$ cat src/rtl/qq_pkg.sv
// Shared types and constants for the quick-queue command sequencer.
// Opcodes, response status codes, FSM state encodings and the occupancy step helper.
package qq_pkg;

  typedef enum logic {
    OP_ENQ = 1'b0,
    OP_DEQ = 1'b1
  } op_e;

  typedef enum logic [1:0] {
    ST_OK      = 2'd0,
    ST_FULL    = 2'd1,
    ST_EMPTY   = 2'd2,
    ST_TIMEOUT = 2'd3
  } status_e;

  typedef logic [1:0] state_e;
  localparam state_e S_IDLE      = 2'd0;
  localparam state_e S_ISSUE     = 2'd1;
  localparam state_e S_WAIT_DONE = 2'd2;
  localparam state_e S_RESP      = 2'd3;

  localparam logic [31:0] EMPTY_VAL = 32'hFFFF_FFFF;
  localparam logic [31:0] ERROR_VAL = 32'h0000_0000;

  // Occupancy moves by one per completed command and sticks at 0 and 255.
  function automatic logic [7:0] occ_step(input logic [7:0] occ, input op_e op);
    if (op == OP_ENQ) return (occ == 8'hFF) ? occ : occ + 8'd1;
    return (occ == 8'h00) ? occ : occ - 8'd1;
  endfunction

endpackage

$ cat src/rtl/qq_cmd_fifo.sv
// Synchronous command FIFO holding {op, key} entries; no same-cycle bypass.
// full is a registered flag and stays asserted while reset is applied.
module qq_cmd_fifo
  import qq_pkg::*;
#(
  parameter int W     = 32,
  parameter int DEPTH = 4
) (
  input  logic         clk,
  input  logic         rst_n,
  input  logic         push,
  input  op_e          push_op,
  input  logic [W-1:0] push_data,
  input  logic         pop,
  output op_e          head_op,
  output logic [W-1:0] head_data,
  output logic         full,
  output logic         empty
);

  localparam int AW = (DEPTH > 1) ? $clog2(DEPTH) : 1;
  localparam logic [AW:0] DEPTH_C = (AW + 1)'(DEPTH);

  logic [W:0]    mem [DEPTH];
  logic [AW-1:0] wr_ptr;
  logic [AW-1:0] rd_ptr;
  logic [AW:0]   count;
  logic [AW:0]   count_next;
  logic          ready;
  logic          do_push;
  logic          do_pop;

  assign full      = !ready;
  assign empty     = (count == '0);
  assign do_push   = push && ready;
  assign do_pop    = pop && !empty;
  assign head_op   = op_e'(mem[rd_ptr][W]);
  assign head_data = mem[rd_ptr][W-1:0];

  // NOTE: every always_comb output gets a default first so no path can infer a latch.
  always_comb begin
    count_next = count;
    if (do_push && !do_pop)      count_next = count + 1'b1;
    else if (do_pop && !do_push) count_next = count - 1'b1;
  end

  // NOTE: sequential state uses non-blocking assignments so every register sees pre-edge values.
  always_ff @(posedge clk) begin
    if (!rst_n) begin
      wr_ptr <= '0;
      rd_ptr <= '0;
      count  <= '0;
      ready  <= 1'b0;
    end else begin
      if (do_push) wr_ptr <= wr_ptr + 1'b1;
      if (do_pop)  rd_ptr <= rd_ptr + 1'b1;
      count <= count_next;
      ready <= (count_next < DEPTH_C);
    end
  end

  // NOTE: storage is not reset; clearing the pointers and count already empties the FIFO.
  always_ff @(posedge clk) begin
    if (do_push) mem[wr_ptr] <= {push_op, push_data};
  end

endmodule

$ cat src/rtl/qq_cmd_sequencer.sv
// Host front end for the quick queue: buffers ENQ/DEQ commands, issues them one at a
// time with a strobe/done handshake and returns exactly one response per command.
module qq_cmd_sequencer
  import qq_pkg::*;
#(
  parameter int W           = 32,
  parameter int FIFO_DEPTH  = 4,
  parameter int TIMEOUT_CYC = 255
) (
  input  logic         clk,
  input  logic         rst_n,
  input  logic         cmd_valid_i,
  output logic         cmd_ready_o,
  input  logic         cmd_op_i,
  input  logic [W-1:0] cmd_data_i,
  output logic         rsp_valid_o,
  input  logic         rsp_ready_i,
  output logic [W-1:0] rsp_data_o,
  output logic [1:0]   rsp_status_o,
  input  logic [7:0]   array_size_i,
  output logic [W-1:0] q_data_o,
  output logic         q_write_o,
  output logic         q_read_o,
  input  logic         q_done_i,
  input  logic [W-1:0] q_data_i,
  output logic [7:0]   occupancy_o
);

  localparam logic [W-1:0] EMPTY_D = {W{1'b1}};
  localparam logic [W-1:0] ERROR_D = '0;
  localparam int TW = $clog2(TIMEOUT_CYC + 1);
  localparam logic [TW-1:0] TMO_LAST = TW'(TIMEOUT_CYC - 1);

  state_e        state;
  op_e           cur_op;
  status_e       rsp_status;
  logic [TW-1:0] tmo_cnt;
  logic          fifo_full;
  logic          fifo_empty;
  logic          push;
  logic          pop;
  op_e           head_op;
  logic [W-1:0]  head_data;

  assign cmd_ready_o  = !fifo_full;
  assign push         = cmd_valid_i && !fifo_full;
  // A response handshake frees the engine, so the next command can pop on the same edge.
  assign pop          = !fifo_empty &&
                        ((state == S_IDLE) || ((state == S_RESP) && rsp_ready_i));
  assign rsp_valid_o  = (state == S_RESP);
  assign rsp_status_o = rsp_status;
  assign q_write_o    = (state == S_ISSUE) && (cur_op == OP_ENQ);
  assign q_read_o     = (state == S_ISSUE) && (cur_op == OP_DEQ);

  qq_cmd_fifo #(
    .W     (W),
    .DEPTH (FIFO_DEPTH)
  ) u_fifo (
    .clk       (clk),
    .rst_n     (rst_n),
    .push      (push),
    .push_op   (op_e'(cmd_op_i)),
    .push_data (cmd_data_i),
    .pop       (pop),
    .head_op   (head_op),
    .head_data (head_data),
    .full      (fifo_full),
    .empty     (fifo_empty)
  );

  always_ff @(posedge clk) begin
    if (!rst_n) begin
      state       <= S_IDLE;
      cur_op      <= OP_ENQ;
      rsp_status  <= ST_OK;
      rsp_data_o  <= '0;
      q_data_o    <= '0;
      tmo_cnt     <= '0;
      occupancy_o <= 8'd0;
    end else if (pop) begin
      cur_op   <= head_op;
      q_data_o <= head_data;
      // Capacity checks use occupancy and array_size as seen at the pop edge only.
      if ((head_op == OP_ENQ) && (occupancy_o >= array_size_i)) begin
        state      <= S_RESP;
        rsp_status <= ST_FULL;
        rsp_data_o <= ERROR_D;
      end else if ((head_op == OP_DEQ) && (occupancy_o == 8'd0)) begin
        state      <= S_RESP;
        rsp_status <= ST_EMPTY;
        rsp_data_o <= EMPTY_D;
      end else begin
        state <= S_ISSUE;
      end
    end else begin
      case (state)
        S_ISSUE: begin
          state   <= S_WAIT_DONE;
          tmo_cnt <= '0;
        end
        S_WAIT_DONE: begin
          if (q_done_i) begin
            state       <= S_RESP;
            rsp_status  <= ST_OK;
            rsp_data_o  <= (cur_op == OP_DEQ) ? q_data_i : ERROR_D;
            occupancy_o <= occ_step(occupancy_o, cur_op);
          end else if (tmo_cnt == TMO_LAST) begin
            state      <= S_RESP;
            rsp_status <= ST_TIMEOUT;
            rsp_data_o <= ERROR_D;
          end else begin
            tmo_cnt <= tmo_cnt + 1'b1;
          end
        end
        S_RESP: begin
          if (rsp_ready_i) state <= S_IDLE;
        end
        default: ;
      endcase
    end
  end

endmodule
$ cat config.mk
export PLATFORM = sky130hd
export DESIGN_NAME = qq_cmd_sequencer
export DESIGN_NICKNAME = d
export VERILOG_FILES = /design/src/rtl/qq_pkg.sv /design/src/rtl/qq_cmd_fifo.sv /design/src/rtl/qq_cmd_sequencer.sv
export SDC_FILE = /design/constraint.sdc
export NUM_CORES = 1
export LEC_CHECK = 0
export CORE_MARGIN = 2
export CORE_UTILIZATION = 50
export DETAILED_ROUTE_END_ITERATION = 8
export GPL_ROUTABILITY_DRIVEN = 1
export PLACE_DENSITY_LB_ADDON = 0.05
export SLEW_MARGIN = 20
export SYNTH_ARGS = -nofsm -noshare
export SYNTH_HDL_FRONTEND = slang
export SYNTH_SLANG_ARGS = --single-unit
$ cat constraint.sdc
create_clock -name clk -period 6.3 [get_ports clk]
set_input_delay 0.945 -clock clk [delete_from_list [all_inputs] [get_ports clk]]
set_output_delay 0.945 -clock clk [all_outputs]
set_load 0.02 [all_outputs]
### Word-level counts from Yosys, hierarchy flattened

Memories as Yosys holds them, arrays and structs flattened. A register that Yosys moved wholly into a read port is not among the register bits.
Index checks and enable logic that the tools add are counted.
W data, S select, Z words.

* latch bits: 0
* RAM bits: 132
* flip-flop bits (word level): 93
* memories kept: 1
* word-level logic and storage cells: 99
* memory bits (read-only): 0

* mux-type cells: 37
* divide/modulo/power cells: 0
* reduce and logical (&&, ||, !) cells: 26
* shifts and indexed selects: 0
* order comparisons: 2
* multipliers: 0
* bitwise operators: 3
* equality and inequality tests: 12
* add/sub/neg operators: 7

Memory list
* u_fifo.mem: words 4, width 33, rd ports 1, clocked after memory_dff 1, wr ports 1, line qq_cmd_fifo.sv:24 `logic [W:0] mem [DEPTH];`

Operators by type and width (number)
* $mux W32: 7
* $mux W8: 6
* $mux W2: 13
* $add A8 B1 Y8 const B: 2
* $eq A8 B8 Y1 const B: 2
* $pmux W8 S2: 1
* $logic_and A1 B1 Y1: 11
* $ge A8 B8 Y1: 1
* $logic_not A8 Y1: 1
* $sub A8 B1 Y8 const B: 1
* $mux W1: 7
* $mux W3: 2
* $ne A3 B3 Y1 const B: 2
* $pmux W2 S3: 1
* $reduce_and A3 Y1: 2
* $reduce_and A5 Y1: 1
* $add A2 B1 Y2 const B: 2
* $eq A2 B2 Y1 const B: 2
* $ne A2 B2 Y1 const B: 2
* $ne A4 B3 Y1 const B: 1
* $reduce_and A4 Y1: 1
* $reduce_bool A2 Y1: 2
* $reduce_bool A4 Y1: 1
* $add A3 B1 Y3 const B: 1
* other kinds (11): 15

### Logic depth before layout (Yosys ltp)

Gate-level depths: netlist (run 1).

* depth in word-level cells: 9
* mapped depth: 13
* gate-level depth less buffers: 10

### By module

Synthesis (run 1) repeated with hierarchy kept, for this count alone.

* cell total of the unflattened synthesis: 678
* area, all modules: 9427.8 um^2

Modules (own cells, without submodules)
* qq_cmd_fifo: seq. area each 4164.0 um^2, area each 5370.2 um^2, instances 1, cells each 239
* qq_cmd_sequencer: seq. area each 1701.6 um^2, area each 4057.6 um^2, instances 1, cells each 439

### Worst setup path after synthesis (run 1)

Ideal clock, no wire load.

* path kind: in2reg
* from: input port rsp_ready_i
* to: register u_fifo.count[2]
* arrival time: 2.588 ns
* path buffers: 3
* slack: 3.598 ns
* cell stages on the path: 9
* path through: a21oi_1 or2_1 buf_2 clkbuf_1 buf_1 ha_1 o21ai_0 xor2_1 and2_1

* word-level cells in the longest chain between the ends: 7
* elaborated cells on any way between the ends: 9
* those cells by class: mux (2); reduce/logical (7)

Ends and longest elaborated chain
* start, declared: line qq_cmd_sequencer.sv:17 `input logic rsp_ready_i,`
* $logic_and A1 B1 Y1 (*): line qq_cmd_sequencer.sv:49 `((state == S_IDLE) || ((state == S_RESP) && rsp_ready_i));`
* $logic_or A1 B1 Y1 (*): line qq_cmd_sequencer.sv:49
* $logic_and A1 B1 Y1 (*): line qq_cmd_sequencer.sv:48 `assign pop = !fifo_empty &&`
* $logic_and A1 B1 Y1 (*): line qq_cmd_fifo.sv:36 `assign do_pop = pop && !empty;`
* $logic_and A1 B1 Y1 or $logic_not A1 Y1 (tied branches): line qq_cmd_fifo.sv:44, qq_cmd_fifo.sv:43
* $mux W3 or $logic_and A1 B1 Y1 (tied branches): line qq_cmd_fifo.sv:44, qq_cmd_fifo.sv:43
* $mux W3 (*): line qq_cmd_fifo.sv:43 `if (do_push && !do_pop) count_next = count + 1'b1;`
* end signal, assigned: line qq_cmd_fifo.sv:57 `count <= count_next;`
* end, declared: line qq_cmd_fifo.sv:27 `logic [AW:0] count;`

Mark *: on every way between the ends. The rest lies on a longest branch, timed or not.
A chain may end at the register's enable or synchronous reset.

### Worst setup path in the final report (run 1)

* from: input port rsp_ready_i
* to: register rsp_data_o[28]

* word-level cells in the longest chain between the ends: 5
* elaborated cells on any way between the ends: 8
* those cells by class: eq/ne (1); mux (1); reduce/logical (6)

Ends and longest elaborated chain
* $logic_and A1 B1 Y1 (*): line qq_cmd_sequencer.sv:49
* $logic_or A1 B1 Y1 (*): line qq_cmd_sequencer.sv:49
* $logic_and A1 B1 Y1 (*): line qq_cmd_sequencer.sv:48
* $ne A3 B3 Y1 (no source line), or another cell as far along
* $reduce_and A3 Y1 (no source line)
* end signal, assigned: line qq_cmd_sequencer.sv:105 `rsp_data_o <= (cur_op == OP_DEQ) ? q_data_i : ERROR_D;`
* end, declared: line qq_cmd_sequencer.sv:18 `output logic [W-1:0] rsp_data_o,`

Marked as above.

==> metrics.txt, run 1 <==
status finished with violations; violations in the final reports design-rule violations; simple logic cell fraction of the synthesized area 9.567%; cells taking the most area after synthesis sky130_fd_sc_hd__edfxtp_1 43%, sky130_fd_sc_hd__dfxtp_1 21%, sky130_fd_sc_hd__mux4_2 8.0%, sky130_fd_sc_hd__o221a_1 4.3%, sky130_fd_sc_hd__ha_1 4.0%; total global-route track usage 19.70%; insertion delay to the later sink of the worst-skew pair 0.52 ns; Slew headroom approximately 37%; Bufs on Longest Clock Path 3; Clock Tree Root sky130_fd_sc_hd__clkbuf_16; wire per inst around 18 µm; slew at the pin with the worst max-slew slack about 0.95 ns; Pins Over Slew Limit 0; drt via density ~5.5; Initial DRT Pass Iterations 9; cell accounting for the most synthesized area sky130_fd_sc_hd__edfxtp_1; die outline area about 20000 µm²; worst endpoint data arrival time 4.22 ns; DR top layer met4; pin count of the biggest net entering global routing 50; largest fanout of any net on the critical path just under 50; TritonCTS Buffers 23; wire length on met2 roughly 10 mm; critical path class primary input to register; number of rows created at floorplan ~50; P_leak 0.004091 µW; starting DRC count in detailed routing approximately 250; number of failing setup endpoints in the final timing report 0; parity-gate share of the synthesized area counting xor and xnor cells about 1.3%; initial antenna violation count 1; shortest clock period the worst path allows after layout ~3.8 ns; global-route wire length before repair roughly 31 mm; number of instances resized during post-cts repair 0; post-synthesis cell count a little under 700; total vias in the final route 5904; most frequent cell after synthesis sky130_fd_sc_hd__edfxtp_1; Post-Route Utilization between 60% and 70%; count of filler cells inserted in the layout about 1300; Syn Area/Cell 13.70 µm²; via count of the first global-routing pass a little under 6000; RSZ-0062 raised after global routing false; highest ir drop seen on vdd 0.3154 mV; Achievable Freq about 270 MHz; flip-flop and latch area slightly below 6000 µm²; Total Neg Setup Slack 0 ns; Core Region 18090 µm²; Synthesized Nets 786; final hold violation count 0; clock transition at the registers of the reported paths about 0.060 ns; met3 wire len roughly 1.2 mm; category of the worst setup path launch point primary input; area of the multi-input gates between 3000 and 4000 µm²; layout cells sized above 1 a little over a tenth; area of the mapped netlist just over 9000 µm²; final-stage net count 930; Worst Hold Depth 2; Clock H-tree levels 1; share of the yosys chip area belonging to registers a little over three fifths; width of the die 140.2 µm; Routed Antenna Nets 0; number of I/O pins between 150 and 200; flip-flop and latch count after synthesis around 230; required time reported for the critical path endpoint 6.76 ns; top flip-flop cell by instance count after synthesis sky130_fd_sc_hd__edfxtp_1; height of the die around 140 µm; worst-case reg-to-reg path depth 8; hold-fix buffer count after cts 0; aggregate routed wire length between 15 and 20 mm; max capacitance violation total 0; area fraction of the dominant cell type after synthesis between 40% and 50%; TritonCTS clock tree yes; Setup Skew 0.008789 ns; Initial Utilization around half; count of cell types in the netlist 50; dominant combinational cell family by area after synthesis compound AO/OA/AOI/OAI gates; Setup crit end kind register; Compound-Gate Fraction of Synth Area between 9 and 10%; gp weighted congestion 0.7952; worst hold path type register to register; number of synthesis warnings 0; Post-CTS Setup Repair Bufs 0; mux contribution to synthesized area 8.676%; post-synthesis adder-cell area fraction 4.264%; HPWL after DPL 11.99 mm; async set-or-reset flop fraction in the synthesized netlist 0%; number of synthesized flops with an enable pin roughly 130; top cells by instance count after synthesis 132 x sky130_fd_sc_hd__edfxtp_1, 95 x sky130_fd_sc_hd__dfxtp_1, 81 x sky130_fd_sc_hd__nand2_1, 46 x sky130_fd_sc_hd__a21oi_1; metal1 wirelength slightly above 8 mm; overflow left after global routing 0; number of clock sinks between 200 and 250; fin crit share 59.74%; synth-to-layout area growth 27.47%; final routed DRC violation total 19; # port buffers ~160; Pwr Density approximately 460 nW/µm²
[area by class of cell]
type,instances,area share (%)
clock buffer,29,5.229
inverter,29,0.9315
antenna,1,0.02117
clock inverter,13,1.979
sequential,227,49.65
multi-input combinational,382,26.45
tap,229,2.424
timing repair buffer,158,13.32
[worst max-delay path: stages]
cell and delay [ns]:
sky130_fd_sc_hd__clkdlybuf4s50_1 0.43, sky130_fd_sc_hd__a21oi_1 0.19, sky130_fd_sc_hd__or2_2 0.75, sky130_fd_sc_hd__inv_2 0.62
sky130_fd_sc_hd__nor3_4 0.85, sky130_fd_sc_hd__and2_1 0.24, sky130_fd_sc_hd__o221a_1 0.18
[registers in the layout, summed over array words and instances (netlist names), named ones only]
name,flops
u_fifo.mem,132
cur_op,1
u_fifo.count,3
u_fifo.ready,1
tmo_cnt,8
rsp_status_o,2
rsp_data_o,32
q_data_o,32
occupancy_o,8
u_fifo.wr_ptr,2
state,2
u_fifo.rd_ptr,2
[metrics by stage]
step	total power (µW)	hold slack, ns	setup slack [ns]	cells	cell area, µm²
final	5456	0.4541	2.536	1068	11820
after global routing	5732	0.4799	2.180	1068	11820
after CTS	5503	0.4586	2.474	1067	11820
after detailed placement	3989	0.4499	1.927	1025	10960
after global placement	3931	0.4442	1.722	1025	10960
after floorplan	3303	0.4667	3.598	677	9273
[layout by cell type (no fill, tap or decap), drive strengths merged, types with 6 or more instances in the layout]
master           n
nand2           81
clkdlybuf4s50  155
o21ai           10
edfxtp         132
and2            35
nor2            23
dfxtp           95
nor2b            7
nand3           12
bufinv           6
mux4            33
inv             29
o221a           35
and3             7
xnor2           11
clkbuf          29
a21oi           46
a211oi           6
ha              30
[logic make-up (layout without fill, tap and decap cells)]
group,count (synthesis),count (layout)
xor+xnor,14,14
buf+inv,68,229
flops,227,227
fa+ha+maj,31,31
simple gates,184,184
mux,39,39
compound gates,114,114
other cells,0,1
[final timing paths]
kind | startpoint | to | slack (ns)
setup / recovery | rsp_ready_i | rsp_data_o[28]$_SDFFE_PN0P_ | 2.54
hold / removal | q_data_o[2]$_SDFFE_PN0P_ | q_data_o[2]$_SDFFE_PN0P_ | 0.45
setup reg to reg | state[0]$_SDFFE_PN0P_ | rsp_data_o[28]$_SDFFE_PN0P_ | 2.74
hold reg to reg | q_data_o[2]$_SDFFE_PN0P_ | q_data_o[2]$_SDFFE_PN0P_ | 0.45
[routing by layer]
metal	track usage (%)	vias to the layer above
met5	0	-
met4	5.476	0
met3	4.137	26
met2	34.37	172
met1	25.10	2908
li1	-	2798
[power breakdown]
| group | internal [µW] | total (µW) | switching, µW | leakage, µW |
|---|---|---|---|---|
| clock network | 948 | 1510 | 565 | 0.000411 |
| registers | 1870 | 2060 | 186 | 0.00197 |
| logic | 868 | 1890 | 1020 | 0.00171 |
| total | 3690 | 5460 | 1770 | 0.00409 |
Power figures use the tool's default switching activity.
==> run 2, diff against run 1 <==
==> constraint.sdc (replaced) <==
create_clock -name clk -period 3.86 [get_ports clk]
set_input_delay 0.579 -clock clk [delete_from_list [all_inputs] [get_ports clk]]
set_output_delay 0.579 -clock clk [all_outputs]
set_load 0.02 [all_outputs]
==> run 2 against run 1 <==
  * The run still ends with design-rule violations left
  * Critical path depth up 2
  * Core utilization decreased by 0.15 points
  * Sequential share of layout area up 0.11 points
  * Setup slack got worse by 1.4 ns
  * Non-clock buffer count rose by 5
  * Sequential cell count unchanged
  * Via count rose by 0.83%
  * Register-to-register slack got worse by 1.6 ns
  * Design area down 0.22%
  * Clock power up 52%
  * Combinational power increased by 67%
  * Largest cell class unchanged
==> metrics.txt, run 2 (synthesis gave the netlist of run 1 again) <==
Bufs on Longest Clock Path 3; clock transition at the registers of the reported paths about 0.06 ns; synth-to-layout area growth 27.19%; Slew headroom roughly a third; number of instances resized during post-cts repair 0; worst hold path type register to register; gp weighted congestion approximately 0.8; cell chain of the critical path ha_1 > a21oi_1 > or2_2 > inv_2 > buf_4 > a21oi_1 > a311oi_4 > buf_4 > o221a_1; slew at the pin with the worst max-slew slack just under 1 ns; insertion delay to the later sink of the worst-skew pair about 0.51 ns; status finished with violations; required time reported for the critical path endpoint about 4.3 ns; starting DRC count in detailed routing 345; slowest stage cell, crit path sky130_fd_sc_hd__or2_2; Hold EP q_data_o[11]$_SDFFE_PN0P_; Initial Utilization about half; width of the die around 140 µm; number of rows created at floorplan 49; Initial DRT Pass Iterations 7; Achievable Freq 362.7 MHz; Clock H-tree levels 1; overflow left after global routing 0; Worst Hold Depth 2; count of filler cells inserted in the layout between 1000 and 1500; initial antenna violation count 1; flip-flop and latch area between 5000 and 6000 µm²; TritonCTS Buffers 24; internal portion of total power between 5000 and 6000 µW; min-delay src q_data_o[11]$_SDFFE_PN0P_; max capacitance violation total 0; Top reg by flops u_fifo.mem; number of failing setup endpoints in the final timing report 0; global-route wire length before repair between 30 and 40 mm; via count of the first global-routing pass a little over 6000; fin crit share 71.43%; worst endpoint data arrival time about 3.2 ns; reg-to-reg startpoint state[1]$_SDFFE_PN0P_; largest fanout of any net on the critical path 34; number of I/O pins between 150 and 200; Bufs and invs on worst path 3; flip-flop count of the largest register after layout 132; critical path class register to register; final hold violation count 0; final routed DRC violation total 19; crit-path max cell delay 0.49 ns; Setup crit end kind register; net switching power of the design ~2900 µW; Power, Total roughly 9000 µW; final-stage net count roughly 940; TritonCTS clock tree yes; HPWL after DPL 12.56 mm; largest registers in the final layout u_fifo.mem (132), q_data_o (32), rsp_data_o (32); Clock Tree Root sky130_fd_sc_hd__clkbuf_16; height of the die about 140 µm; die outline area 19650 µm²; # port buffers about 160; drt via density around 5.5; shortest clock period the worst path allows after layout 2.757 ns; Pins Over Slew Limit 0; Post-CTS Setup Repair Bufs 0; Setup Skew 0.01515 ns; total global-route track usage 20.36%; sequential cell fraction of total power a little under two fifths; dominant delay contributor by cell family on the critical path buffers and inverters; highest ir drop seen on vdd about 0.54 mV; register-to-register setup slack between 1 and 1.5 ns; Total Neg Setup Slack 0 ns; aggregate routed wire length approximately 20 mm; pin count of the biggest net entering global routing 49; Core Region around 18000 µm²; violations in the final reports design-rule violations; Crit Reg-Reg Endpoint rsp_data_o[20]$_SDFFE_PN0P_; Pwr Density between 700 and 800 nW/µm²; area of the multi-input gates ~3100 µm²; total vias in the final route a little under 6000; worst-case reg-to-reg path depth 9; P_leak 0.004084 µW; layout cells sized above 1 between 10% and 20%; RSZ-0062 raised after global routing false; hold-fix buffer count after cts 0; share of power burned in the clock network a little over a quarter; proportion of total power due to net switching 33.31%; number of clock sinks about 230; Routed Antenna Nets 0; wire per inst 18.69 µm; leading cell types in the layout, fill and taps excluded 155 x sky130_fd_sc_hd__clkdlybuf4s50_1, 132 x sky130_fd_sc_hd__edfxtp_1, 93 x sky130_fd_sc_hd__dfxtp_1, 81 x sky130_fd_sc_hd__nand2_1, 46 x sky130_fd_sc_hd__a21oi_1; Logic pwr share a little over a third; Post-Route Utilization 65.21%; most frequent standard cell in the layout excluding fill and tap cells sky130_fd_sc_hd__clkdlybuf4s50_1; category of the worst setup path launch point register
-- run 2: cell count changes in the layout (fill, tap and decap cells not counted), sizes merged --
cell / change
buf: +5
bufinv: -3
clkinv: +4
clkinvlp: +1
-- run 2: worst max-delay path by stage --
stage / to / start / cells past startpoint
6_report: rsp_data_o[20]$_SDFFE_PN0P_ / state[1]$_SDFFE_PN0P_ / 9
2_1_floorplan: u_fifo.count[2]$_SDFF_PN0_ / state[0]$_SDFFE_PN0P_ / 12
3_3_place_gp: rsp_data_o[5]$_SDFFE_PN0P_ / rsp_ready_i / 7
3_5_place_dp: rsp_data_o[20]$_SDFFE_PN0P_ / rsp_ready_i / 9
5_1_grt: rsp_data_o[12]$_SDFFE_PN0P_ / state[1]$_SDFFE_PN0P_ / 9
4_1_cts: rsp_data_o[1]$_SDFFE_PN0P_ / state[0]$_SDFFE_PN0P_ / 9
-- run 2: area by class of cell --
| type | instances | share of cell area (%) |
|---|---|---|
| Sequential cell | 227 | 49.76 |
| Multi-Input combinational cell | 382 | 26.50 |
| Timing Repair Buffer | 163 | 13.66 |
| Clock buffer | 29 | 5.251 |
| Tap cell | 229 | 2.429 |
| Clock inverter | 15 | 1.443 |
| Inverter | 29 | 0.9336 |
| Antenna cell | 1 | 0.02122 |
-- run 2: power by group through the flow --
stage	clock [µW]	combinational (µW)	sequential (µW)
3_3_place_gp	0	3090	3360
2_1_floorplan	0	1670	3720
3_5_place_dp	0	3160	3390
6_report	2290	3150	3340
5_1_grt	2440	3400	3390
4_1_cts	2340	3180	3340
-- run 2: worst min-delay path: stages, from the launching register on --
cell                      delay [ns]
sky130_fd_sc_hd__dfxtp_1        0.31
sky130_fd_sc_hd__nand2_1        0.05
sky130_fd_sc_hd__a21oi_1        0.05
-- run 2: layer usage --
metal | vias up | track usage (%) | part of all wire, %
li1 | 2821 | - | -
met1 | 2931 | 27.39 | 44
met2 | 169 | 34.62 | 49
met3 | 32 | 3.521 | 5.2
met4 | 0 | 5.369 | 1.9
met5 | - | 0 | 0
-- run 2: through the flow --
stage,instance area (µm²),worst slack (ns),hold slack [ns],cells
after floorplan,9273,1.367,0.4667,677
after global placement,11000,0.6908,0.4454,1030
after detailed placement,11000,0.7281,0.4487,1030
after CTS,11790,1.125,0.4573,1074
after global routing,11790,0.9207,0.4777,1075
final,11790,1.103,0.4557,1075
==> run 3, diff against run 2 <==
==> constraint.sdc (replaced) <==
create_clock -name clk -period 2.85 [get_ports clk]
set_input_delay 0.4275 -clock clk [delete_from_list [all_inputs] [get_ports clk]]
set_output_delay 0.4275 -clock clk [all_outputs]
set_load 0.02 [all_outputs]
==> run 3 against run 2 <==
  * The flow still finishes with violations (design-rule violations)
  * Sequential share of layout area is 0.76 points lower
  * Final cell count increased by 0.84%
  * Worst hold slack lost 0.0017 ns
  * Combinational power increased by 40%
  * Non-clock buffer count grew 10
==> metrics.txt, run 3 (synthesis gave the netlist of run 1 again) <==
worst-case reg-to-reg path depth 11; number of instances resized during post-cts repair 0; count of filler cells inserted in the layout 1281; path length in cells of the critical path 11; Slew headroom between 40% and 50%; global-route wire length before repair roughly 32 mm; cell chain of the critical path inv_1 > ha_1 > nor2b_1 > or2_2 > inv_2 > buf_12 > ha_1 > nand2_1 > o21ai_0 > xor2_1 > and2_1; number of rows created at floorplan between 40 and 50; width of the die approximately 140 µm; worst hold slack approximately 0.45 ns; number of clock sinks between 200 and 250; leading cell types in the layout, fill and taps excluded 155 x sky130_fd_sc_hd__clkdlybuf4s50_1, 132 x sky130_fd_sc_hd__edfxtp_1, 93 x sky130_fd_sc_hd__dfxtp_1, 81 x sky130_fd_sc_hd__nand2_1, 46 x sky130_fd_sc_hd__a21oi_1; required time reported for the critical path endpoint 3.31 ns; initial antenna violation count 0; synth-to-layout area growth 29.16%; starting DRC count in detailed routing ~300; crit-path max cell delay about 0.37 ns; worst endpoint data arrival time a little under 3 ns; DP Cell Count 1040; status finished with violations; flip-flop and latch area just under 6000 µm²; Post-CTS Setup Repair Bufs 0; TritonCTS clock tree yes; hold-fix buffer count after cts 0; layout cells sized above 1 12.40%; Initial Utilization between 50% and 60%; RSZ-0062 raised after global routing false; Bufs on Longest Clock Path 3; Setup crit end kind register; number of I/O pins roughly 160; slowest stage cell, crit path sky130_fd_sc_hd__dfxtp_1; Top reg by flops u_fifo.mem; Pwr Density between 1000 and 1500 nW/µm²; die outline area 19650 µm²; Bufs and invs on worst path 3; dominant delay contributor by cell family on the critical path simple AND/OR/NAND/NOR gates; worst hold path type register to register; max capacitance violation total 0; via count of the first global-routing pass 6066; highest ir drop seen on vdd roughly 0.65 mV; crit path from u_fifo.count[0]$_SDFFE_PN0P_; shortest clock period the worst path allows after layout between 2 and 3 ns; number of failing setup endpoints in the final timing report 0; area of the multi-input gates about 3100 µm²; category of the worst setup path launch point register; Setup Skew slightly below 0.02 ns; min-delay src q_data_o[5]$_SDFFE_PN0P_; clock transition at the registers of the reported paths about 0.060 ns; most frequent standard cell in the layout excluding fill and tap cells sky130_fd_sc_hd__clkdlybuf4s50_1; filler-free cell count of the finished design about 1100; Core Region roughly 18000 µm²; total vias in the final route between 6000 and 7000; final hold violation count 0; Routed Antenna Nets 0; Initial DRT Pass Iterations 9; flip-flop count of the largest register after layout between 100 and 150; violations in the final reports design-rule violations; Achievable Freq roughly 400 MHz; TritonCTS Buffers 24; final routed DRC violation total 19; height of the die 140.2 µm; aggregate routed wire length roughly 20 mm; critical path class register to register; largest registers in the final layout u_fifo.mem (132), q_data_o (32), rsp_data_o (32); Pins Over Slew Limit 0; HPWL after DPL ~13 mm; final-stage net count roughly 950; fin crit share between 80% and 90%; total global-route track usage between 20% and 30%; overflow left after global routing 0; reg-to-reg startpoint u_fifo.count[0]$_SDFFE_PN0P_; gp weighted congestion 0.7904; # port buffers 155; Total Neg Setup Slack 0 ns; pin count of the biggest net entering global routing between 40 and 50; wire per inst ~19 µm; insertion delay to the later sink of the worst-skew pair ~0.53 ns; Clock H-tree levels 1; CP dominant cell by count sky130_fd_sc_hd__ha_1; largest fanout of any net on the critical path between 40 and 50; P_leak roughly 0.0042 µW; drt via density about 5.5; Power, Total ~12000 µW; Crit Reg-Reg Endpoint u_fifo.count[2]$_SDFF_PN0_; worst setup path end u_fifo.count[2]$_SDFF_PN0_; Clock Tree Root sky130_fd_sc_hd__clkbuf_16; register-to-register setup slack roughly 0.35 ns; slew at the pin with the worst max-slew slack between 0.8 and 0.9 ns; antenna cells 0
run 3: how the worst min path moves through the flow:
stage                                         endpoint  cells past startpoint  slack (ns)
after floorplan           u_fifo.count[0]$_SDFFE_PN0P_                      2        0.47
after global placement       q_data_o[30]$_SDFFE_PN0P_                      2        0.44
after detailed placement     q_data_o[10]$_SDFFE_PN0P_                      2        0.45
after CTS                    q_data_o[10]$_SDFFE_PN0P_                      2        0.46
after global routing         q_data_o[28]$_SDFFE_PN0P_                      2        0.48
final                         q_data_o[5]$_SDFFE_PN0P_                      2        0.45
run 3: cell type report:
class	count	area share, %
timing repair buffer	173	14.40
multi-input combinational	382	26.10
sequential	227	49.00
clock inverter	18	2.121
clock buffer	26	5.077
inverter	29	0.9194
tap	229	2.392
run 3: metrics by stage:
step           util (%)  setup slack (ns)  instance area, µm²
2_1_floorplan         -            0.3571                9273
4_1_cts           66.22            0.3293               11980
6_report          66.22            0.3490               11980
3_5_place_dp      61.45            0.1487               11110
3_3_place_gp      61.42          -0.05315               11110
5_1_grt           66.22            0.1674               11980
run 3: per-layer routing:
layer	GRT usage [%]	vias to the layer above	wire (µm)	part of all wire [%]
met4	6.433	0	574	2.8
met5	0	-	0	0
met3	3.795	37	1037	5.1
met2	34.24	157	9683	48
li1	-	2848	-	-
met1	27.34	2963	8917	44
run 3: report_power, final:
part,internal (µW),switching (µW),leakage (µW)
Combinational,2070,2360,0.00180
Clock,2090,1270,0.000424
Sequential,4140,358,0.00197
run 3: worst register-to-register path: cells and delay by family (launching register included):
family | cells | cell delay [ns]
fa+ha+maj | 2 | 0.47
simple gates | 4 | 0.70
buf+inv | 3 | 0.46
xor+xnor | 1 | 0.21
flops | 1 | 0.37
compound gates | 1 | 0.21
